==> config.mk <==
export PLATFORM = sky130hd
export DESIGN_NAME = rv_dp
export DESIGN_NICKNAME = d
export VERILOG_FILES = /design/src/rtl/rv_dp.sv
export SDC_FILE = /design/constraint.sdc
export NUM_CORES = 2
export LEC_CHECK = 0
export CAP_MARGIN = 10
export CORE_MARGIN = 2
export CORE_UTILIZATION = 40
export DETAILED_ROUTE_END_ITERATION = 7
export DONT_BUFFER_PORTS = 1
export HOLD_SLACK_MARGIN = 0.03
export MAX_ROUTING_LAYER = met4
export REMOVE_ABC_BUFFERS = 1
export SYNTH_ARGS = -nofsm -noshare
export SYNTH_HDL_FRONTEND = slang
export SYNTH_SLANG_ARGS = --single-unit
export TNS_END_PERCENT = 30
==> constraint.sdc <==
create_clock -name clk -period 81.2 [get_ports clk]
set_input_delay 12.18 -clock clk [delete_from_list [all_inputs] [get_ports clk]]
set_output_delay 12.18 -clock clk [all_outputs]
set_load 0.01 [all_outputs]
==> src/rtl/rv_dp.sv <==
// rv_dp: multicycle RISC-V datapath (PC, IR, operand latches, ALU, register file) sequenced by rv_ctl strobes
module rv_dp #(
    parameter logic [31:0] RESET_PC = 32'h0000_0000
) (
    input  logic        clk,
    input  logic        rst,
    output logic [31:0] instr,
    output logic        zero,
    input  logic        pcsourse,
    input  logic        pcwrite,
    input  logic        pccen,
    input  logic        irwrite,
    input  logic [1:0]  wbsel,
    input  logic        regwen,
    input  logic [1:0]  immsel,
    input  logic        asel,
    input  logic        bsel,
    input  logic [3:0]  alusel,
    input  logic        mdrwrite,
    output logic [31:0] imem_addr,
    input  logic [31:0] imem_rdata,
    output logic [31:0] dmem_addr,
    output logic [31:0] dmem_wdata,
    input  logic [31:0] dmem_rdata
);
    logic [31:0] pc, pcc, ir, a, b, aluout, mdr;
    logic [31:0] rf [32];
    logic [31:0] rd1, rd2, imm, op_a, op_b, alu_r, wb, pc_next;
    logic [4:0]  sh;

    assign rd1 = ir[19:15] == 5'd0 ? 32'd0 : rf[ir[19:15]];
    assign rd2 = ir[24:20] == 5'd0 ? 32'd0 : rf[ir[24:20]];

    assign imm = immsel == 2'd0 ? {{20{ir[31]}}, ir[31:20]}
               : immsel == 2'd1 ? {{20{ir[31]}}, ir[31:25], ir[11:7]}
               : immsel == 2'd2 ? {{19{ir[31]}}, ir[31], ir[7], ir[30:25], ir[11:8], 1'b0}
               : {{11{ir[31]}}, ir[31], ir[19:12], ir[20], ir[30:21], 1'b0};

    assign op_a = asel ? pcc : a;
    assign op_b = bsel ? imm : b;
    assign sh   = op_b[4:0];

    always_comb begin
        alu_r = 32'd0;
        case (alusel)
            4'b0000: alu_r = op_a + op_b;
            4'b0001: alu_r = op_a - op_b;
            4'b0010: alu_r = op_a << sh;
            4'b0100: alu_r = {31'd0, $signed(op_a) < $signed(op_b)};
            4'b0110: alu_r = {31'd0, op_a < op_b};
            4'b1000: alu_r = op_a ^ op_b;
            4'b1010: alu_r = op_a >> sh;
            4'b1011: alu_r = $unsigned($signed(op_a) >>> sh);
            4'b1100: alu_r = op_a | op_b;
            4'b1110: alu_r = op_a & op_b;
            default: alu_r = 32'd0;
        endcase
    end

    // JAL resolves its target in the same cycle; branches reuse the target latched during decode
    assign pc_next = pcsourse ? (asel ? alu_r : aluout) : pc + 32'd4;

    assign wb = wbsel == 2'd0 ? pc
              : wbsel == 2'd1 ? aluout
              : wbsel == 2'd2 ? mdr
              : 32'd0;

    always_ff @(posedge clk or posedge rst) begin
        if (rst) begin
            pc     <= RESET_PC;
            pcc    <= '0;
            ir     <= '0;
            a      <= '0;
            b      <= '0;
            aluout <= '0;
            mdr    <= '0;
            for (int i = 0; i < 32; i++) rf[i] <= '0;
        end else begin
            a      <= rd1;
            b      <= rd2;
            aluout <= alu_r;
            if (pcwrite) pc <= pc_next;
            if (pccen) pcc <= pc;
            if (irwrite) ir <= imem_rdata;
            if (mdrwrite) mdr <= dmem_rdata;
            if (regwen && ir[11:7] != 5'd0) rf[ir[11:7]] <= wb;
        end
    end

    assign instr      = ir;
    assign zero       = alu_r == 32'd0;
    assign imem_addr  = pc;
    assign dmem_addr  = aluout;
    assign dmem_wdata = b;
endmodule

==> flow_summary.ini <==
[status]
outcome = finished, final reports clean

[yosys]
ys.flop_type = dfrtp_1
synth_commonest_cells = dfrtp_1 (1248), nor2_1 (793), a21oi_1 (775)
ys_seq_area_share_pct = 43.9
yosysWarnings = 0
synth.most_common_cell = dfrtp_1
syn_area_um2 = 71100
synthArstFlopShare_pct = 100
avgSynthCellArea_um2 = 10.2
netlist.area_leader.share_pct = 43.9
syn_inst = 6964
yosysUniqueCellTypes = 83
yosys_register_bits = 1248
synth_edf_count = 0
synth_top_cells_by_area = dfrtp_1 (44%), mux4_2 (15%), a21oi_1 (5.5%)
yosysTopAreaCell = dfrtp_1

[routing]
drtIter0Drc = 8030
viasPerCell = 6.53
drtPass1Iterations = 8
wl_per_cell_um = 34.2
antenna_left = 0
drc_errors = 0
wirelength_mm = 311
dr_total_vias = 59314

[finish]
synthToLayoutAreaGrowth_pct = 10.6
drive_gt1_share_pct = 18.4
final_area_um2 = 78600
fin_util_pct = 44.6
nets = 6809

[global_route]
grt_pass1_vias = 57727
grt_pass1_wl_mm = 441
antenna_found_initial = 12
grt_usage_pct = 35.1
grt_max_degree = 177
grt.overflow.total = 0

[run]
max_cap_viol_count = 0

[die]
rows = 154
dieWidth_um = 426
fp.dieArea_um2 = 181000
core_um2 = 176000
die_h_um = 426
io_pins = 211
start_util_pct = 40.3

[worst_setup_path]
startpoint_type = input pin
critPathKind = in2out
cp_max_fo = 13
critPathSlowestCell = a311oi_1
slowest_delay_ns = 0.81
end_kind = primary output
cp_cell_sequence = xnor2_4 -> mux2i_1 -> nand2_1 -> ha_1 -> or2_2 -> a311oi_1 -> o31ai_1 -> mux2i_1 -> a211oi_1 -> o2111ai_1 -> a2111oi_1 -> nand3_1 -> nor4_1 -> nand4b_1 -> nor4_1
critPathTopFamily = simple AND/OR/NAND/NOR gates
crit_required_ns = 69.02
cp.buffers_inverters = 0
cp.arrival_ns = 18.62

[timing]
hold_slack_ns = 0.404
setup_viol = 0
hold_violations = 0
fin_crit_sh_pct = 37.9
timing.setup.tns_ns = 0
setup_ws_ns = 50.40
min_period_ns = 30.80
worstMarginPinSlew_ns = 1.26
skew_ns = 0.0354
final_max_slew_viol_count = 0
rsz0062_at_grt = false
slew_headroom_pct = 13.9
fmax_mhz = 32.5

[clocking]
cts_sinks = 1248
cts_tree = done
htreeDepth = 4
root_buffer = clkbuf_16
post-cts-setup-buffers = 0
cts_resized = 0
cts_hold_buf = 0
cts_buffers = 144
clockBufferDepth = 3
worstSkewPairLatency_ns = 0.84
clkSlewWorstSetupHoldPaths_ns = 0.06

[placed_design]
hpwl_mm = 210
place_area_um2 = 73700
gp_congestion = 1.05
port_buffers = 0
dp_slack_ns = 50.35

[pwr]
vdd_ir_drop_max_mv = 0.0201
p_leak_nw = 32.8
p_per_area_nw_per_um2 = 34.3

[worst_hold_path]
hp-class = reg2reg
metal layers:
metal  up-vias  share of wire (%)  GRT usage [%]
li1      24969                  -              -
met1     30431                 39           44.6
met2      3111                 46           52.8
met3       803                8.0           6.15
met4         0                7.2           20.6
met5         -                  0              -
per-stage QoR:
stage / cells / total power, mW
floorplan: 6272 / 1.66
global placement: 8818 / 1.98
detailed placement: 8818 / 2.00
CTS: 9077 / 2.68
global route: 9082 / 2.82
finish: 9086 / 2.70
cells in the final DEF, fill, tap and decap left out, types with 79 or more instances in the layout:
cell and instances:
ha_1 97, a21oi_1 743, a211oi_1 79, clkbuf_16 146
nor3_1 94, mux4_2 475, nand2_1 623, dfrtp_1 1238
buf_4 198, o22ai_1 79, mux2i_1 290, a221oi_1 86
mux2_2 192, nor2_1 773, o21ai_0 600, inv_1 106
registers in the layout, summed over array words and instances (netlist names):
signal / count
a: 32
dmem_addr: 32
dmem_wdata: 32
imem_addr: 32
instr: 32
mdr: 32
pcc: 32
rf: 1024
cells by family after synthesis:
logic type | share of synthesized area (%)
AO/OA/AOI/OAI | 16.6
flip-flops | 43.9
XOR/XNOR | 0.371
multiplexers | 22.2
buffers and inverters | 4.28
adder cells (fa/ha/maj) | 1.76
AND/OR/NAND/NOR | 10.9
final timing paths:
| kind | slack, ns | end | startpoint | cells after the start |
|---|---|---|---|---|
| worst min-delay path | 0.40 | rf[1019] | rf[1019] | 0 |
| worst max-delay path | 50.40 | zero | immsel[1] | 15 |
| max in group asynchronous | 65.72 | rf[17] | rst | 5 |
| min in group asynchronous | 11.39 | rf[614] | rst | 1 |
| worst min register to register | 0.40 | rf[1019] | rf[1019] | 0 |
| worst max register to register | 74.43 | imem_addr[26] | instr[20] | 18 |
power breakdown:
group	total, mW	leakage, nW	internal [mW]	switching [mW]
Combinational	0.977	14.7	0.415	0.562
Clock	0.675	2.39	0.390	0.284
Sequential	1.04	15.7	0.834	0.210
layout make-up:
type | count | area [µm²]
Sequential cell | 1248 | 31300
Clock inverter | 50 | 657
Antenna cell | 5 | 12.5
Tap cell | 2340 | 2930
Fill cell | 16596 | 97700
Clock buffer | 209 | 4230
Multi-Input combinational cell | 4909 | 37400
Timing Repair Buffer | 210 | 1700
Inverter | 115 | 440
No activity file was read; power rests on OpenSTA's default activity.
